$ cat config.mk
export PLATFORM = sky130hd
export DESIGN_NAME = blur_window_ctrl
export DESIGN_NICKNAME = d
export VERILOG_FILES = /design/src/rtl/blur_pkg.sv /design/src/rtl/line_buffer.sv /design/src/rtl/blur_window_ctrl.sv
export SDC_FILE = /design/constraint.sdc
export NUM_CORES = 2
export LEC_CHECK = 0
export ABC_AREA = 1
export BUFFER_PORTS_ARGS = -buffer_cell sky130_fd_sc_hd__buf_4
export CAP_MARGIN = 20
export CELL_PAD_IN_SITES_DETAIL_PLACEMENT = 0
export CELL_PAD_IN_SITES_GLOBAL_PLACEMENT = 1
export CORE_MARGIN = 1.5
export CORE_UTILIZATION = 54
export CTS_CLUSTER_DIAMETER = 100
export DETAILED_ROUTE_END_ITERATION = 16
export GPL_TIMING_DRIVEN = 0
export PLACE_DENSITY = 0.77
export SLEW_MARGIN = 20
export SYNTH_ARGS = -nofsm -noshare
export SYNTH_HDL_FRONTEND = slang
export SYNTH_SLANG_ARGS = --single-unit
$ cat constraint.sdc
create_clock -name i_clk -period 65.6 [get_ports i_clk]
set_input_delay 19.68 -clock i_clk [delete_from_list [all_inputs] [get_ports i_clk]]
set_output_delay 19.68 -clock i_clk [all_outputs]
set_load 0.005 [all_outputs]
$ cat src/rtl/blur_pkg.sv
// -----------------------------------------------------------------------------
// blur_pkg
// Shared constants and types for the 5x5 blur window controller.
//   DSIZE   : bits per colour channel
//   PIX_W   : bits per RGB pixel (R in the MSBs)
//   WIN_DIM : window edge length in pixels
//   WIN_N   : pixels per window
//   state_e : controller frame-sequencing states
// -----------------------------------------------------------------------------
package blur_pkg;

  localparam int DSIZE   = 5;
  localparam int PIX_W   = 3 * DSIZE;
  localparam int WIN_DIM = 5;
  localparam int WIN_N   = 25;

  typedef enum logic [1:0] {
    IDLE  = 2'd0,
    RUN   = 2'd1,
    DRAIN = 2'd2,
    DONE  = 2'd3
  } state_e;

endpackage

$ cat src/rtl/line_buffer.sv
// -----------------------------------------------------------------------------
// line_buffer
// Fixed-depth shift register holding one image row. It advances only when
// enabled, so the tap is always exactly DEPTH enabled shifts old.
// Contents are deliberately not reset.
// Ports:
//   i_clk  : clock
//   i_en   : shift enable (one pixel accepted)
//   i_data : pixel shifted in
//   o_tap  : oldest stored pixel
// -----------------------------------------------------------------------------
module line_buffer #(
  parameter int DEPTH = 64,
  parameter int WIDTH = blur_pkg::PIX_W
) (
  input  logic             i_clk,
  input  logic             i_en,
  input  logic [WIDTH-1:0] i_data,
  output logic [WIDTH-1:0] o_tap
);

  logic [WIDTH-1:0] mem_q [DEPTH];

  always_ff @(posedge i_clk) begin
    if (i_en) begin
      mem_q[0] <= i_data;
      for (int i = 1; i < DEPTH; i++) begin
        mem_q[i] <= mem_q[i-1];
      end
    end
  end

  assign o_tap = mem_q[DEPTH-1];

endmodule

$ cat src/rtl/blur_window_ctrl.sv
// -----------------------------------------------------------------------------
// blur_window_ctrl
// Accepts a raster-order frame of RGB pixels and presents a sliding 5x5
// window to a blur datapath with one register of latency. Four row-deep line
// buffers supply the four older rows of each new window column.
// Ports:
//   i_clk, i_rst_n : clock, asynchronous active-low reset
//   i_start        : frame start pulse (only honoured when idle)
//   i_valid        : input pixel valid
//   i_pixel        : raster-order input pixel
//   o_ready        : pixel accepted when i_valid && o_ready (RUN only)
//   o_window       : 5x5 window, index 0 (top-left) in the MSBs, column-major
//   o_win_valid    : o_window holds a complete in-frame window
//   o_blur_valid   : blur datapath output valid (o_win_valid delayed)
//   o_x, o_y       : window-centre coordinate aligned with o_blur_valid
//   o_busy         : controller not idle
//   o_done         : one-cycle end-of-frame pulse
// -----------------------------------------------------------------------------
module blur_window_ctrl #(
  parameter int IMG_W = 64,
  parameter int IMG_H = 48,
  parameter int DSIZE = blur_pkg::DSIZE
) (
  input  logic                                 i_clk,
  input  logic                                 i_rst_n,
  input  logic                                 i_start,
  input  logic                                 i_valid,
  input  logic [3*DSIZE-1:0]                   i_pixel,
  output logic                                 o_ready,
  output logic [blur_pkg::WIN_N*3*DSIZE-1:0]   o_window,
  output logic                                 o_win_valid,
  output logic                                 o_blur_valid,
  output logic [$clog2(IMG_W)-1:0]             o_x,
  output logic [$clog2(IMG_H)-1:0]             o_y,
  output logic                                 o_busy,
  output logic                                 o_done
);

  import blur_pkg::*;

  localparam int PW    = 3 * DSIZE;
  localparam int XW    = $clog2(IMG_W);
  localparam int YW    = $clog2(IMG_H);
  localparam int WW    = WIN_N * PW;
  localparam int COL_W = WIN_DIM * PW;

  state_e        state_q, state_d;
  logic [XW-1:0] x_q, x_d;
  logic [YW-1:0] y_q, y_d;
  logic          drain_q, drain_d;

  logic          accept;
  logic          x_wrap;
  logic          last_px;
  logic          win_ok;

  logic [PW-1:0] lb_in [4];
  logic [PW-1:0] tap   [4];

  logic [WW-1:0] win_q;
  logic          win_valid_q;
  logic          blur_valid_q;
  logic [XW-1:0] cx_q, ox_q;
  logic [YW-1:0] cy_q, oy_q;

  assign accept  = i_valid && (state_q == RUN);
  assign x_wrap  = (x_q == XW'(IMG_W - 1));
  assign last_px = x_wrap && (y_q == YW'(IMG_H - 1));
  // Only accepts with four full rows and columns behind them complete a
  // window, which also keeps stale line-buffer data out of valid windows.
  assign win_ok  = (x_q >= XW'(4)) && (y_q >= YW'(4));

  // lb0 takes the live pixel; each deeper buffer takes the previous tap.
  assign lb_in[0] = i_pixel;
  assign lb_in[1] = tap[0];
  assign lb_in[2] = tap[1];
  assign lb_in[3] = tap[2];

  for (genvar g = 0; g < 4; g++) begin : g_lb
    line_buffer #(
      .DEPTH (IMG_W),
      .WIDTH (PW)
    ) u_lb (
      .i_clk  (i_clk),
      .i_en   (accept),
      .i_data (lb_in[g]),
      .o_tap  (tap[g])
    );
  end

  always_ff @(posedge i_clk or negedge i_rst_n) begin
    if (!i_rst_n) begin
      state_q <= IDLE;
      x_q     <= '0;
      y_q     <= '0;
      drain_q <= 1'b0;
    end else begin
      state_q <= state_d;
      x_q     <= x_d;
      y_q     <= y_d;
      drain_q <= drain_d;
    end
  end

  always_comb begin
    state_d = state_q;
    x_d     = x_q;
    y_d     = y_q;
    drain_d = drain_q;
    unique case (state_q)
      IDLE: begin
        if (i_start) begin
          state_d = RUN;
          x_d     = '0;
          y_d     = '0;
        end
      end
      RUN: begin
        if (accept) begin
          if (x_wrap) begin
            x_d = '0;
            y_d = last_px ? '0 : y_q + 1'b1;
          end else begin
            x_d = x_q + 1'b1;
          end
          if (last_px) begin
            state_d = DRAIN;
            drain_d = 1'b0;
          end
        end
      end
      // Two drain cycles let the final window and blur result flush out.
      DRAIN: begin
        drain_d = 1'b1;
        if (drain_q) begin
          state_d = DONE;
        end
      end
      DONE: begin
        state_d = IDLE;
      end
      default: begin
        state_d = IDLE;
      end
    endcase
  end

  // Window shifts one column left per accept; the new right column is
  // ordered top (four rows old) to bottom (live pixel).
  always_ff @(posedge i_clk or negedge i_rst_n) begin
    if (!i_rst_n) begin
      win_q        <= '0;
      win_valid_q  <= 1'b0;
      blur_valid_q <= 1'b0;
      cx_q         <= '0;
      cy_q         <= '0;
      ox_q         <= '0;
      oy_q         <= '0;
    end else begin
      win_valid_q  <= accept && win_ok;
      blur_valid_q <= win_valid_q;
      if (accept) begin
        win_q <= {win_q[WW-COL_W-1:0], tap[3], tap[2], tap[1], tap[0], i_pixel};
      end
      if (accept && win_ok) begin
        cx_q <= x_q - XW'(2);
        cy_q <= y_q - YW'(2);
      end
      if (win_valid_q) begin
        ox_q <= cx_q;
        oy_q <= cy_q;
      end
    end
  end

  assign o_ready      = (state_q == RUN);
  assign o_busy       = (state_q != IDLE);
  assign o_done       = (state_q == DONE);
  assign o_window     = win_q;
  assign o_win_valid  = win_valid_q;
  assign o_blur_valid = blur_valid_q;
  assign o_x          = ox_q;
  assign o_y          = oy_q;

endmodule

==> flow_metrics.tcl <==
set metrics [dict create \
    fin_setup_tns_ns 0 \
    drive_gt1_share_pct 16.7 \
    synth_enable_flop_cells 3840 \
    avgSynthCellArea_um2 23.3 \
    comb_power_share_pct 10.8 \
    cts_hold_buf 0 \
    core_area_um2 243000 \
    vias_per_cell 5.05 \
    drtAntennaViolNets 0 \
    ys_warn_count 0 \
    synth_top_family_by_area "simple AND/OR/NAND/NOR gates" \
    p_leak_uw 0.0434 \
    yosysSeqAreaShare_pct 95.5 \
    synth-seq-cells 4256 \
    p_per_area_nw_per_um2 42.3 \
    fmax_mhz 43.5 \
    postCtsSetupBuffers 0 \
    internal_power_uw 4870 \
    hpwlAfterDp_mm 113 \
    setup_viol_count_final 0 \
    worst_slew_margin_rel_pct 36.9 \
    tritoncts "built" \
    route.vias.total 50700 \
    rsz0062_at_grt "false" \
    grt_pass1_vias 51100 \
    hold_violations 0 \
    overflow 0 \
    clock-skew-final_ns 0.0680 \
    cap_violations 0 \
    crit_path_end_kind "flop" \
    p_switching_uw 1590 \
    yosys.area_share.xor_xnor_pct 0.0532 \
    die_w_um 497 \
    synthesis.area_um2 132000 \
    cts_resized 0 \
    grt_util_all_layers_pct 18.3 \
    wl_per_cell_um 22.0 \
    synth_compound_area_share_pct 0.143 \
    ys_async_sr_fraction_pct 9.77 \
    synth.most_common_cell "edfxtp_1" \
    tightest_slew_ns 0.947 \
    fin_area_um2 153000 \
    status "finished, final reports clean" \
    place_area_um2 140000 \
    cts-root-buf "clkbuf_16" \
    synth_cell_types 29 \
    clockPowerShare_pct 36.2 \
    yosys.area.top_type_share_pct 87.6 \
    min_period_over_period_pct 35.0 \
    clk_latency_ns 0.95 \
    synth_top_cells_by_count "3840 x edfxtp_1, 1163 x nand2_1, 416 x dfrtp_1" \
    drc 0 \
    htree_levels 5 \
    required_ns 66.15 \
    drt_wl_total_mm 221 \
    clock_path_buffers 4 \
    final_nets 6537 \
    cts-buffers-inserted 410 \
    dieHeight_um 497 \
    vdd_drop_max_v 0.0000336 \
    syn_nets 5684 \
    cts.clk_slew.worst_paths_ns 0.06 \
    p_sw_share_pct 24.6 \
    worst-setup-path-type "in -> reg" \
    ios 411 \
    p_seq_share_pct 53.0 \
    first_iter_violations 4988 \
    fin_total_pwr_uw 6460 \
    drv_slew 0 \
    start_kind "input port" \
    finalCriticalPeriod_ns 22.98 \
    synth.largest_area_cell "edfxtp_1" \
    die-area_um2 247000 \
    synthTopCellsByArea "edfxtp_1 88%, dfrtp_1 7.9%, nand2_1 3.3%, buf_4 0.19%, buf_2 0.18%" \
    grt_max_degree 175 \
    yosys.area_share.simple_pct 3.55 \
    grt_pass1_wl_mm 334 \
    synthAdderAreaFrac_pct 0.114 \
    gp_congestion 0.808 \
    syn_to_final_growth_pct 16.2 \
    synthCells 5653 \
    first_pass_iters 5 \
    antenna_found_initial 11 \
    cp.arrival_ns 23.53 \
    synthFlopType "edfxtp_1" \
    rows 181 \
    port_buffers 410 \
    whs_ns 0.356 \
    clock-sinks 4256 \
    synthMuxAreaShare_pct 0.103 \
    start_util_pct 54.2 \
    timing.critical_path.fanout_max 166 \
    worst_hold_path_type "reg -> reg" \
]
power groups by stage:
stage | clock, uW | combinational, uW | sequential (uW)
floorplan | 0 | 329 | 4040
detailed placement | 0 | 708 | 3480
global route | 2500 | 776 | 3450
CTS | 2400 | 710 | 3430
finish | 2340 | 696 | 3430
global placement | 0 | 662 | 4250
logic make-up (layout without fill, tap and decap cells):
kind of cell,Yosys count,count (layout)
compound gates,30,30
buf+inv,120,1298
simple gates,1215,1215
xor+xnor,8,8
mux,12,12
fa+ha+maj,12,12
other cells,0,10
flops,4256,4256
final cells by class:
cell class                 instances  area, um2
buffer                            90        594
tap                             3202       4010
inverter                          30        115
clock buffer                     515      10900
clock inverter                   222       2360
antenna                           10       25.0
timing repair buffer             441       3940
multi-input combinational       1277       5220
sequential                      4256     126000
fill                           15900      89900
routing by layer:
metal / part of all wire [%] / wire (um) / GRT usage, %
met1: 44 / 96900 / 27.0
met2: 48 / 105000 / 27.8
met3: 5.7 / 12700 / 3.76
met4: 2.9 / 6310 / 5.76
met5: 0 / 0 / 0
path summary, 6_finish.rpt:
check / start / to / slack, ns / depth (start not counted)
max: i_valid / g_lb[3].u_lb.mem_q[52][4]$_DFFE_PP_ / 42.62 / 9
min: g_lb[3].u_lb.mem_q[21][9]$_DFFE_PP_ / g_lb[3].u_lb.mem_q[22][9]$_DFFE_PP_ / 0.36 / 0
max reg2reg: state_q[1]$_DFFE_PN0P_ / g_lb[3].u_lb.mem_q[52][4]$_DFFE_PP_ / 60.63 / 11
min reg2reg: g_lb[3].u_lb.mem_q[21][9]$_DFFE_PP_ / g_lb[3].u_lb.mem_q[22][9]$_DFFE_PP_ / 0.36 / 0
max in group asynchronous: i_rst_n / o_window[31]$_DFFE_PN0P_ / 45.30 / 4
min in group asynchronous: i_rst_n / o_window[72]$_DFFE_PN0P_ / 18.54 / 1
per-stage QoR:
step	setup slack (ns)	instances	util (%)
floorplan	19.66	5653	-
global placement	12.09	9265	57.1
detailed placement	41.56	9296	57.5
CTS	42.63	10000	63.0
global route	42.33	10000	63.0
finish	42.62	10000	63.0
worst max-delay path, cell delays in order:
cell and delay [ns]:
buf_4 0.10, nand2_4 0.12, inv_4 0.32, buf_16 0.39, buf_16 0.40, buf_16 0.47, buf_16 0.59, buf_16 0.42
buf_16 0.51
flip-flops by register name (all words and copies together), names as in the netlist, 6 cells and up:
signal           flops
g_lb.u_lb.mem_q   3840
cy_q                 6
cx_q                 6
y_q                  6
o_x                  6
o_window           375
x_q                  6
o_y                  6
cell usage in the layout (no fill, tap or decap), drive strengths merged:
cell type  synthesis  routed
ha                12      12
mux2              12      12
clkinv             0     156
nand3b             2       2
clkbuf             2     517
or2                1       1
diode              0      10
clkinvlp           0      12
edfxtp          3840    3840
o21ai             29      29
xnor2              2       2
xor2               6       6
a21oi              1       1
nand3             21      21
buf               88     529
nand4              5       5
nand2           1168    1168
inv               30      36
dfrtp            416     416
bufinv             0      48
nor2              18      18
Power figures use the tool's default switching activity.
